## src/rtl/irq_arbiter.sv

```systemverilog
`default_nettype none
// ============================================================================
// Module      : irq_arbiter
// Description : Machine-mode interrupt controller. Synchronises raw MSI, MTI,
//               MEI and local interrupts, keeps pending state (edge or level
//               per local), picks the highest-priority enabled cause, offers
//               it to trap control through a req/ack handshake and tracks
//               the nesting depth of taken interrupts.
// Revision    : 1.0 - initial release
// ============================================================================
module irq_arbiter #(
    parameter int                   XLEN        = 32,
    parameter int                   NUM_LOCAL   = 16,
    parameter logic [NUM_LOCAL-1:0] LOCAL_EDGE  = '0,
    parameter int                   SYNC_STAGES = 2,
    parameter int                   MAX_NEST    = 4
) (
    input  logic                           clk,
    input  logic                           rst_n,
    input  logic                           irq_msi,
    input  logic                           irq_mti,
    input  logic                           irq_mei,
    input  logic [NUM_LOCAL-1:0]           irq_local,
    input  logic                           mstatus_mie,
    input  logic [XLEN-1:0]                mie,
    input  logic                           mip_clr_wen,
    input  logic [NUM_LOCAL-1:0]           mip_clr,
    input  logic                           irq_ack,
    input  logic                           mret,
    output logic                           irq_req,
    output logic [XLEN-1:0]                irq_cause,
    output logic [XLEN-1:0]                mip,
    output logic [$clog2(MAX_NEST+1)-1:0]  nest_depth
);

    localparam int c_NRAW    = NUM_LOCAL + 3;
    localparam int c_IDX_W   = $clog2(XLEN);
    localparam int c_DEPTH_W = $clog2(MAX_NEST + 1);
    localparam logic [c_DEPTH_W-1:0] c_MAX_DEPTH = c_DEPTH_W'(MAX_NEST);
    localparam logic [XLEN-1:0]      c_IRQ_FLAG  = {1'b1, {(XLEN-1){1'b0}}};

    localparam logic [0:0] S_IDLE = 1'b0;
    localparam logic [0:0] S_REQ  = 1'b1;

    // raw bit order inside the synchroniser: {local, mei, mti, msi}
    logic [SYNC_STAGES-1:0][c_NRAW-1:0] r_sync;
    logic [NUM_LOCAL-1:0]               r_sync_d;
    logic [XLEN-1:0]                    r_mip;
    logic [0:0]                         r_state;
    logic [0:0]                         w_state_next;
    logic                               r_irq_req;
    logic [XLEN-1:0]                    r_irq_cause;
    logic [c_IDX_W-1:0]                 r_cause_idx;
    logic [c_DEPTH_W-1:0]               r_depth;

    logic [c_NRAW-1:0]    w_sync;
    logic [NUM_LOCAL-1:0] w_sync_loc;
    logic [NUM_LOCAL-1:0] w_loc_rise;
    logic [NUM_LOCAL-1:0] w_ack_clr;
    logic [NUM_LOCAL-1:0] w_loc_clr;
    logic [NUM_LOCAL-1:0] w_loc_next;
    logic [XLEN-1:0]      w_mip_next;
    logic [XLEN-1:0]      w_enabled;
    logic                 w_any;
    logic [c_IDX_W-1:0]   w_win_idx;
    logic                 w_start;
    logic                 w_ack_take;

    assign w_sync     = r_sync[SYNC_STAGES-1];
    assign w_sync_loc = w_sync[c_NRAW-1:3];
    assign w_loc_rise = w_sync_loc & ~r_sync_d;
    assign w_enabled  = r_mip & mie & {XLEN{mstatus_mie}};

    // Synchroniser chain for every raw input plus the previous local sample for edge detection
    always_ff @(posedge clk or negedge rst_n) begin
        if (!rst_n) begin
            r_sync   <= '0;
            r_sync_d <= '0;
        end else begin
            r_sync[0] <= {irq_local, irq_mei, irq_mti, irq_msi};
            for (int k = 1; k < SYNC_STAGES; k++) begin
                r_sync[k] <= r_sync[k-1];
            end
            r_sync_d <= w_sync_loc;
        end
    end

    // Edge-mode locals are cleared by a software write-1-to-clear or by taking that very cause
    always_comb begin
        w_ack_clr = '0;
        for (int i = 0; i < NUM_LOCAL; i++) begin
            w_ack_clr[i] = w_ack_take && (r_cause_idx == c_IDX_W'(16 + i));
        end
    end

    assign w_loc_clr  = ({NUM_LOCAL{mip_clr_wen}} & mip_clr) | w_ack_clr;
    // a new edge wins over a clear landing in the same cycle
    assign w_loc_next = (LOCAL_EDGE & (w_loc_rise | (r_mip[16 +: NUM_LOCAL] & ~w_loc_clr)))
                      | (~LOCAL_EDGE & w_sync_loc);

    // Assemble next pending vector; unimplemented causes stay at zero
    always_comb begin
        w_mip_next                 = '0;
        w_mip_next[3]              = w_sync[0];
        w_mip_next[7]              = w_sync[1];
        w_mip_next[11]             = w_sync[2];
        w_mip_next[16 +: NUM_LOCAL] = w_loc_next;
    end

    // Pending register presented to the CSR file
    always_ff @(posedge clk or negedge rst_n) begin
        if (!rst_n) begin
            r_mip <= '0;
        end else begin
            r_mip <= w_mip_next;
        end
    end

    // Priority pick: later assignments override earlier ones, so lowest priority goes first
    always_comb begin
        w_any     = 1'b0;
        w_win_idx = '0;
        for (int i = 0; i < NUM_LOCAL; i++) begin
            if (w_enabled[16 + i]) begin
                w_any     = 1'b1;
                w_win_idx = c_IDX_W'(16 + i);
            end
        end
        if (w_enabled[7]) begin
            w_any     = 1'b1;
            w_win_idx = c_IDX_W'(7);
        end
        if (w_enabled[3]) begin
            w_any     = 1'b1;
            w_win_idx = c_IDX_W'(3);
        end
        if (w_enabled[11]) begin
            w_any     = 1'b1;
            w_win_idx = c_IDX_W'(11);
        end
    end

    // Handshake state register
    always_ff @(posedge clk or negedge rst_n) begin
        if (!rst_n) begin
            r_state <= S_IDLE;
        end else begin
            r_state <= w_state_next;
        end
    end

    // Handshake next state: ack beats withdrawal, and a request never restarts in the cycle it ends
    always_comb begin
        w_state_next = r_state;
        w_start      = 1'b0;
        w_ack_take   = 1'b0;
        case (r_state)
            S_IDLE: begin
                if (w_any && (r_depth < c_MAX_DEPTH)) begin
                    w_start      = 1'b1;
                    w_state_next = S_REQ;
                end
            end
            S_REQ: begin
                if (irq_ack) begin
                    w_ack_take   = 1'b1;
                    w_state_next = S_IDLE;
                end else if (!w_enabled[r_cause_idx]) begin
                    w_state_next = S_IDLE;
                end
            end
            default: w_state_next = S_IDLE;
        endcase
    end

    // Registered request and cause; the cause is frozen while the request is outstanding
    always_ff @(posedge clk or negedge rst_n) begin
        if (!rst_n) begin
            r_irq_req   <= 1'b0;
            r_irq_cause <= '0;
            r_cause_idx <= '0;
        end else begin
            r_irq_req <= (w_state_next == S_REQ);
            if (w_start) begin
                r_irq_cause <= c_IRQ_FLAG | XLEN'(w_win_idx);
                r_cause_idx <= w_win_idx;
            end
        end
    end

    // Nesting depth: ack pushes, mret pops, both together cancel, mret at zero is an exception return
    always_ff @(posedge clk or negedge rst_n) begin
        if (!rst_n) begin
            r_depth <= '0;
        end else if (w_ack_take && !mret && (r_depth != c_MAX_DEPTH)) begin
            r_depth <= r_depth + c_DEPTH_W'(1);
        end else if (mret && !w_ack_take && (r_depth != '0)) begin
            r_depth <= r_depth - c_DEPTH_W'(1);
        end
    end

    assign irq_req    = r_irq_req;
    assign irq_cause  = r_irq_cause;
    assign mip        = r_mip;
    assign nest_depth = r_depth;

endmodule
`default_nettype wire

```

## config.mk

```make
export PLATFORM = sky130hd
export DESIGN_NAME = irq_arbiter
export DESIGN_NICKNAME = d
export VERILOG_FILES = /design/src/rtl/irq_arbiter.sv
export SDC_FILE = /design/constraint.sdc
export NUM_CORES = 1
export LEC_CHECK = 0
export CAP_MARGIN = 20
export CORE_AREA = 5 5 116 118
export DETAILED_ROUTE_END_ITERATION = 6
export DIE_AREA = 0 0 121 123
export MAX_ROUTING_LAYER = met4
export PLACE_DENSITY_LB_ADDON = 0.15
export SYNTH_ARGS = -nofsm -noshare
export SYNTH_HDL_FRONTEND = slang
export SYNTH_SLANG_ARGS = --single-unit
```

## constraint.sdc

```tcl
create_clock -name clk -period 2.67 [get_ports clk]
set_clock_uncertainty 0.2 [all_clocks]
set_input_delay 0.267 -clock clk [delete_from_list [all_inputs] [get_ports clk]]
set_output_delay 0.267 -clock clk [all_outputs]
set_load 0.02 [all_outputs]
```

==> results.tsv, run 1 <==
metric	value	unit
layout_setup_ws	0.634	ns
ant_nets	0	
cts_sinks	67	
pre_cts_slack	0.317	ns
firstDrtPassIters	5	
yosysWarnings	0	
die_area	14900	um2
cp-end-kind	flop	
root_buffer	clkbuf_16	
cts_made_buffers	9	
async_flop_share	100	%
grt_pass1_wl	9.50	mm
coreArea	12400	um2
final-max-slew-violation-count	0	
fillCellCount	1264	
synthTopCellsByArea	dfrtp_1, buf_4, mux4_1	
powerDensity	839	nW/um2
row_count	41	
cp_top_family	buffers and inverters	
yosysTopAreaCell	dfrtp_1	
synth_edf_count	0	
hold_path_class	reg -> reg	
antennaDiodeCount	0	
cp.arrival	2.03	ns
grt_usage	8.79	%
peakVddDrop	0.289	mV
clock_latency	0.33	ns
finalSetupTns	0	ns
synth_top_area_share	61.0	%
crit_required	2.67	ns
outcome	complete, no violations	
synth_seq_cells	67	
ioPinCount	141	
portBuffers	71	
seq_area_frac_synth	61.0	%
drt-initial-drc-count	70	
critPathBufInv	1	
leakage	0.00163	uW
rsz0062_at_grt	false	
netlist-cell-type-count	49	
wl_per_cell	13.2	um
final_cell_mix	clkdlybuf4s50_1, dfrtp_1, conb_1	
crit_fanout	5	
grt_pass1_vias	1775	
seqCellArea	1680	um2
vias	1821	
netlist_area	2750	um2
critPathLaunchType	input port	
nets	376	
hold_viol	0	
cap_violations	0	
ys.flop_type	dfrtp_1	
clkTransAtPathRegs	0.06	ns
grt_max_degree	68	
crit_chain	clkdlybuf4s50_1 -> nand2_1 -> nor2_1 -> o21ai_0 -> fa_1 -> nor3b_1 -> a311oi_1 -> a21oi_1	
min_period	2.04	ns
cpMaxStageDelayCell	clkdlybuf4s50_1	
die_x	121	um
floorplan.initialDensity	22.2	%
fin_area	3850	um2
wirelength	6.31	mm
path_class	in -> reg	
crit_path_max_incr_delay	0.55	ns
fmax	0.491	GHz
dpl.cell_count	462	
final_common_cell	clkdlybuf4s50_1	
placed_cell_area	3540	um2
synth_area_per_cell	12.5	um2
grt-ovfl-total	0	
drt-vias-per-instance	3.80	
synthToLayoutAreaGrowth	40.1	%
multi_input_area	887	um2
synthCells	219	
die_y	123	um
drive_gt1_share	8.79	%
fin_cells	479	
remaining_drc_errors	0	
htreeDepth	3	
cts_tree	yes	
antenna_found_initial	0	
hpwl	4.79	mm
gp_congestion	0.727	
period_share	76.2	%
final_util	31.1	%
finalSetupViolCount	0	
cts_buffer_depth	2	
## power by group
| part | leakage, uW | switching [uW] | internal (uW) | total (uW) |
|---|---|---|---|---|
| combinational | 0.000711 | 393 | 389 | 782 |
| clock | 0.000142 | 447 | 728 | 1180 |
| sequential | 0.000776 | 149 | 1130 | 1270 |
| total | 0.00163 | 989 | 2240 | 3230 |
## per-layer routing
layer  up-vias  part of all wire (%)  routed length (um)  track usage, %
met2        79                    46                2920            12.6
li1        873                     -                   -               -
met3         7                    12                 733            5.03
met4         0                   1.3                  82            3.19
met5         -                     0                   0               -
met1       862                    41                2580            10.2
## layout make-up
type	instances	area share (%)
Multi-Input combinational cell	145	23.0
Tap cell	172	5.59
Clock buffer	9	5.85
Timing Repair Buffer	76	19.7
Inverter	3	0.292
Clock inverter	7	1.98
Sequential cell	67	43.5
## cells by family (layout without fill, tap and decap cells)
kind of cell / count (synthesis) / after routing / synth area share (%)
flops: 67 / 67 / 61.0
simple gates: 52 / 52 / 8.74
compound gates: 45 / 45 / 12.2
buf+inv: 45 / 95 / 11.9
mux: 7 / 7 / 4.96
fa+ha+maj: 1 / 1 / 0.729
other cells: 1 / 39 / 0.136
xor+xnor: 1 / 1 / 0.319
## synthesized netlist by cell type (2+ instances only)
cell type,count
o211ai_1,3
mux2i_1,2
a32o_1,2
nor2_1,6
a41oi_1,2
mux4_1,4
a21boi_0,2
nor3_1,3
inv_1,2
a22oi_1,9
a21oi_1,4
o21ai_0,7
nand2_1,25
dfrtp_1,67
buf_4,40
o32ai_1,2
nand3_1,7
## path summary, 6_finish.rpt
kind / startpoint / endpoint / slack, ns / depth (start not counted)
worst max-delay path: irq_ack / nest_depth[2]$_DFFE_PN0P_ / 0.63 / 8
worst min-delay path: w_sync[12]$_DFF_PN0_ / mip[25]$_DFF_PN0_ / 0.14 / 0
worst max register to register: irq_req$_DFF_PN0_ / nest_depth[2]$_DFFE_PN0P_ / 0.68 / 7
worst min register to register: w_sync[12]$_DFF_PN0_ / mip[25]$_DFF_PN0_ / 0.14 / 0
max in group asynchronous: rst_n / r_sync[12]$_DFF_PN0_ / 1.71 / 3
min in group asynchronous: rst_n / r_sync[8]$_DFF_PN0_ / 0.29 / 3
## sequential cells by signal, indices dropped and copies added (netlist names)
name and flops:
r_cause_idx 4, irq_cause 2, r_sync 19, irq_req 1, nest_depth 3, w_sync 19
mip 19
## worst register-to-register path, cell delays in order, from the launching register on
cell      delay [ns]
dfrtp_1         0.45
nand2_1         0.10
nor2_1          0.12
o21ai_0         0.12
fa_1            0.41
nor3b_1         0.16
a311oi_1        0.25
a21oi_1         0.07
## repair_timing
item | CTS | global route
hold endpoints to repair | 67 | 0
setup buffers | 0 | 0
setup endpoints to repair | 0 | 0
hold buffers | 1 | 0
gates resized for setup | 0 | 0
## per-stage QoR
stage | total power (uW) | hold slack, ns
floorplan | 1770 | -0.229
global placement | 2080 | 0.112
detailed placement | 2080 | 0.119
finish | 3230 | 0.142
CTS | 3280 | 0.143
global route | 3410 | 0.146
Note: power is estimated with default switching activity, not from simulation.
==> run 2, diff against run 1 <==
Clock period 2.67 ns to 2.05 ns, I/O delays scaled along.
==> run 2 against run 1 <==
- largest power group unchanged
- routed wire length increased by 0.38%
- cell count increased by 3.1%
- design area increased by 3.1%
- register-to-register slack got worse by 0.47 ns
- core utilization increased by 0.97 points
- hold slack got worse by 0.021 ns
- non-clock buffer count increased by 15
- power increased by 34%
- largest cell class unchanged
- sequential share of layout area decreased by 1.3 points
- first-iteration DRC count increased by 60%
- die area unchanged
==> results.tsv, run 2 (synthesis results as in run 1) <==
metric	value	unit	change
final_cell_mix	clkdlybuf4s50_1, dfrtp_1, conb_1		
r2r_end	nest_depth[2]$_DFFE_PN0P_		
synthToLayoutAreaGrowth	44.5	%	
pre_cts_slack	-0.209	ns	-0.526 ns
drt-vias-per-instance	3.78		-0.64%
path_class	reg -> out		
outcome	complete, no violations		
grt_max_degree	68		unchanged
grt-ovfl-total	0		unchanged
wirelength	6.34	mm	+0.38%
grt_pass1_vias	1863		+5.0%
design_power_total	4320	uW	+34%
ant_nets	0		unchanged
reg2regPathDepth	7		unchanged
cts_buffer_depth	2		unchanged
htreeDepth	3		unchanged
firstDrtPassIters	4		-1
antenna_found_initial	0		unchanged
finalSetupViolCount	0		unchanged
root_buffer	clkbuf_16		
ff2ff_setup_slack	0.21	ns	-0.47 ns
drive_gt1_share	14.0	%	+5.2 points
drt-initial-drc-count	112		+60%
grt_usage	8.95	%	+0.16 points
final_common_cell	clkdlybuf4s50_1		
hold_path_class	in -> reg		
nets	391		+4.0%
crit_required	1.64	ns	-1.03 ns
min_period	1.93	ns	
vias	1866		+2.5%
cts_setup_buffers	0		unchanged
powerDensity	1090	nW/um2	+30%
period_share	93.9	%	
clkTransAtPathRegs	0.05	ns	about the same
cts_sinks	67		unchanged
rsz0062_at_grt	false		
layout_setup_ws	0.124	ns	-0.510 ns
whs	0.121	ns	-0.0208 ns
wl_per_cell	12.8	um	-2.7%
cap_violations	0		unchanged
crit_fanout	5		unchanged
remaining_drc_errors	0		unchanged
grt_pass1_wl	9.86	mm	+3.8%
ioPinCount	141		unchanged
cts_tree	yes		
final-max-slew-violation-count	0		unchanged
die_x	121	um	unchanged
leakage	0.00170	uW	+4.5%
fmax	0.519	GHz	
floorplan.initialDensity	22.2	%	unchanged
cp.arrival	1.52	ns	-0.51 ns
cts_made_buffers	9		unchanged
fillCellCount	1208		-4.4%
rr_startpoint	irq_req$_DFF_PN0_		
gp_congestion	0.726		-0.21%
row_count	41		unchanged
hpwl	4.92	mm	+2.7%
critPathLaunch	r_cause_idx[0]$_DFFE_PN0P_		
coreArea	12400	um2	unchanged
peakVddDrop	0.504	mV	+74%
cp-end-kind	output port		
die_y	123	um	unchanged
antennaDiodeCount	0		unchanged
crit_path_end	irq_cause[0]		
dpl.cell_count	477		+3.2%
critPathLaunchType	flop		
hold_viol	0		unchanged
portBuffers	71		unchanged
clock_latency	0.32	ns	about the same
fin_cells	494		+3.1%
die_area	14900	um2	unchanged
run 2: cell count changes in the layout (fill, tap and decap cells not counted), sizes merged:
cell,before,now
buf,5,20
clkinv,2,4
clkbuf,9,10
inv,5,3
clkinvlp,2,1
run 2: where the power goes:
part | switching, uW | internal [uW]
Combinational | 584 | 591
Sequential | 146 | 1470
Clock | 554 | 973
Total | 1280 | 3030
run 2: per-layer routing:
metal  up-vias  track usage (%)  share of wire (%)
li1        902                -                  -
met1       878             10.7                 41
met2        78             13.1                 47
met3         8             4.57                 11
met4         0             2.97               0.93
met5         -                -                  0
run 2: critical path, stage by stage, from the launching register on:
cell,delay [ns]
dfrtp_2,0.44
buf_4,0.16
clkdlybuf4s50_1,0.61
run 2: what timing repair did:
| action | in CTS | in global routing |
|---|---|---|
| endpoints found under the setup margin | 0 | 2 |
| hold buffers | 1 | 0 |
| endpoints found under the hold margin | 67 | 0 |
| gates resized for setup | 0 | 2 |
run 2: area by class of cell:
cell class,count,area [um2],area share [%]
clock buffers,10,239,6.02
clock inverters,6,65.1,1.64
inverters,3,11.3,0.284
multi-input cells,145,890,22.4
flip-flops and latches,67,1680,42.3
well taps,172,215,5.42
repair buffers,91,871,21.9
run 2: worst min path at each step:
stage,from,end,cells past startpoint
after global placement,rst_n,r_sync[9]$_DFF_PN0_,2
after floorplan,rst_n,irq_cause[31]$_DFFE_PN0P_,0
after detailed placement,rst_n,r_sync[8]$_DFF_PN0_,2
final,irq_local[9],r_sync[12]$_DFF_PN0_,1
after CTS,irq_local[13],r_sync[16]$_DFF_PN0_,1
after global routing,irq_local[11],r_sync[14]$_DFF_PN0_,1
run 2: metrics by stage:
| step | cell area, um2 | TNS, ns | util [%] |
|---|---|---|---|
| after CTS | 3970 | 0 | 32.1 |
| after global placement | 3650 | -0.324 | 29.5 |
| after detailed placement | 3650 | -0.292 | 29.5 |
| after global routing | 3970 | 0 | 32.1 |
| final | 3970 | 0 | 32.1 |
| after floorplan | 2890 | 0 | - |
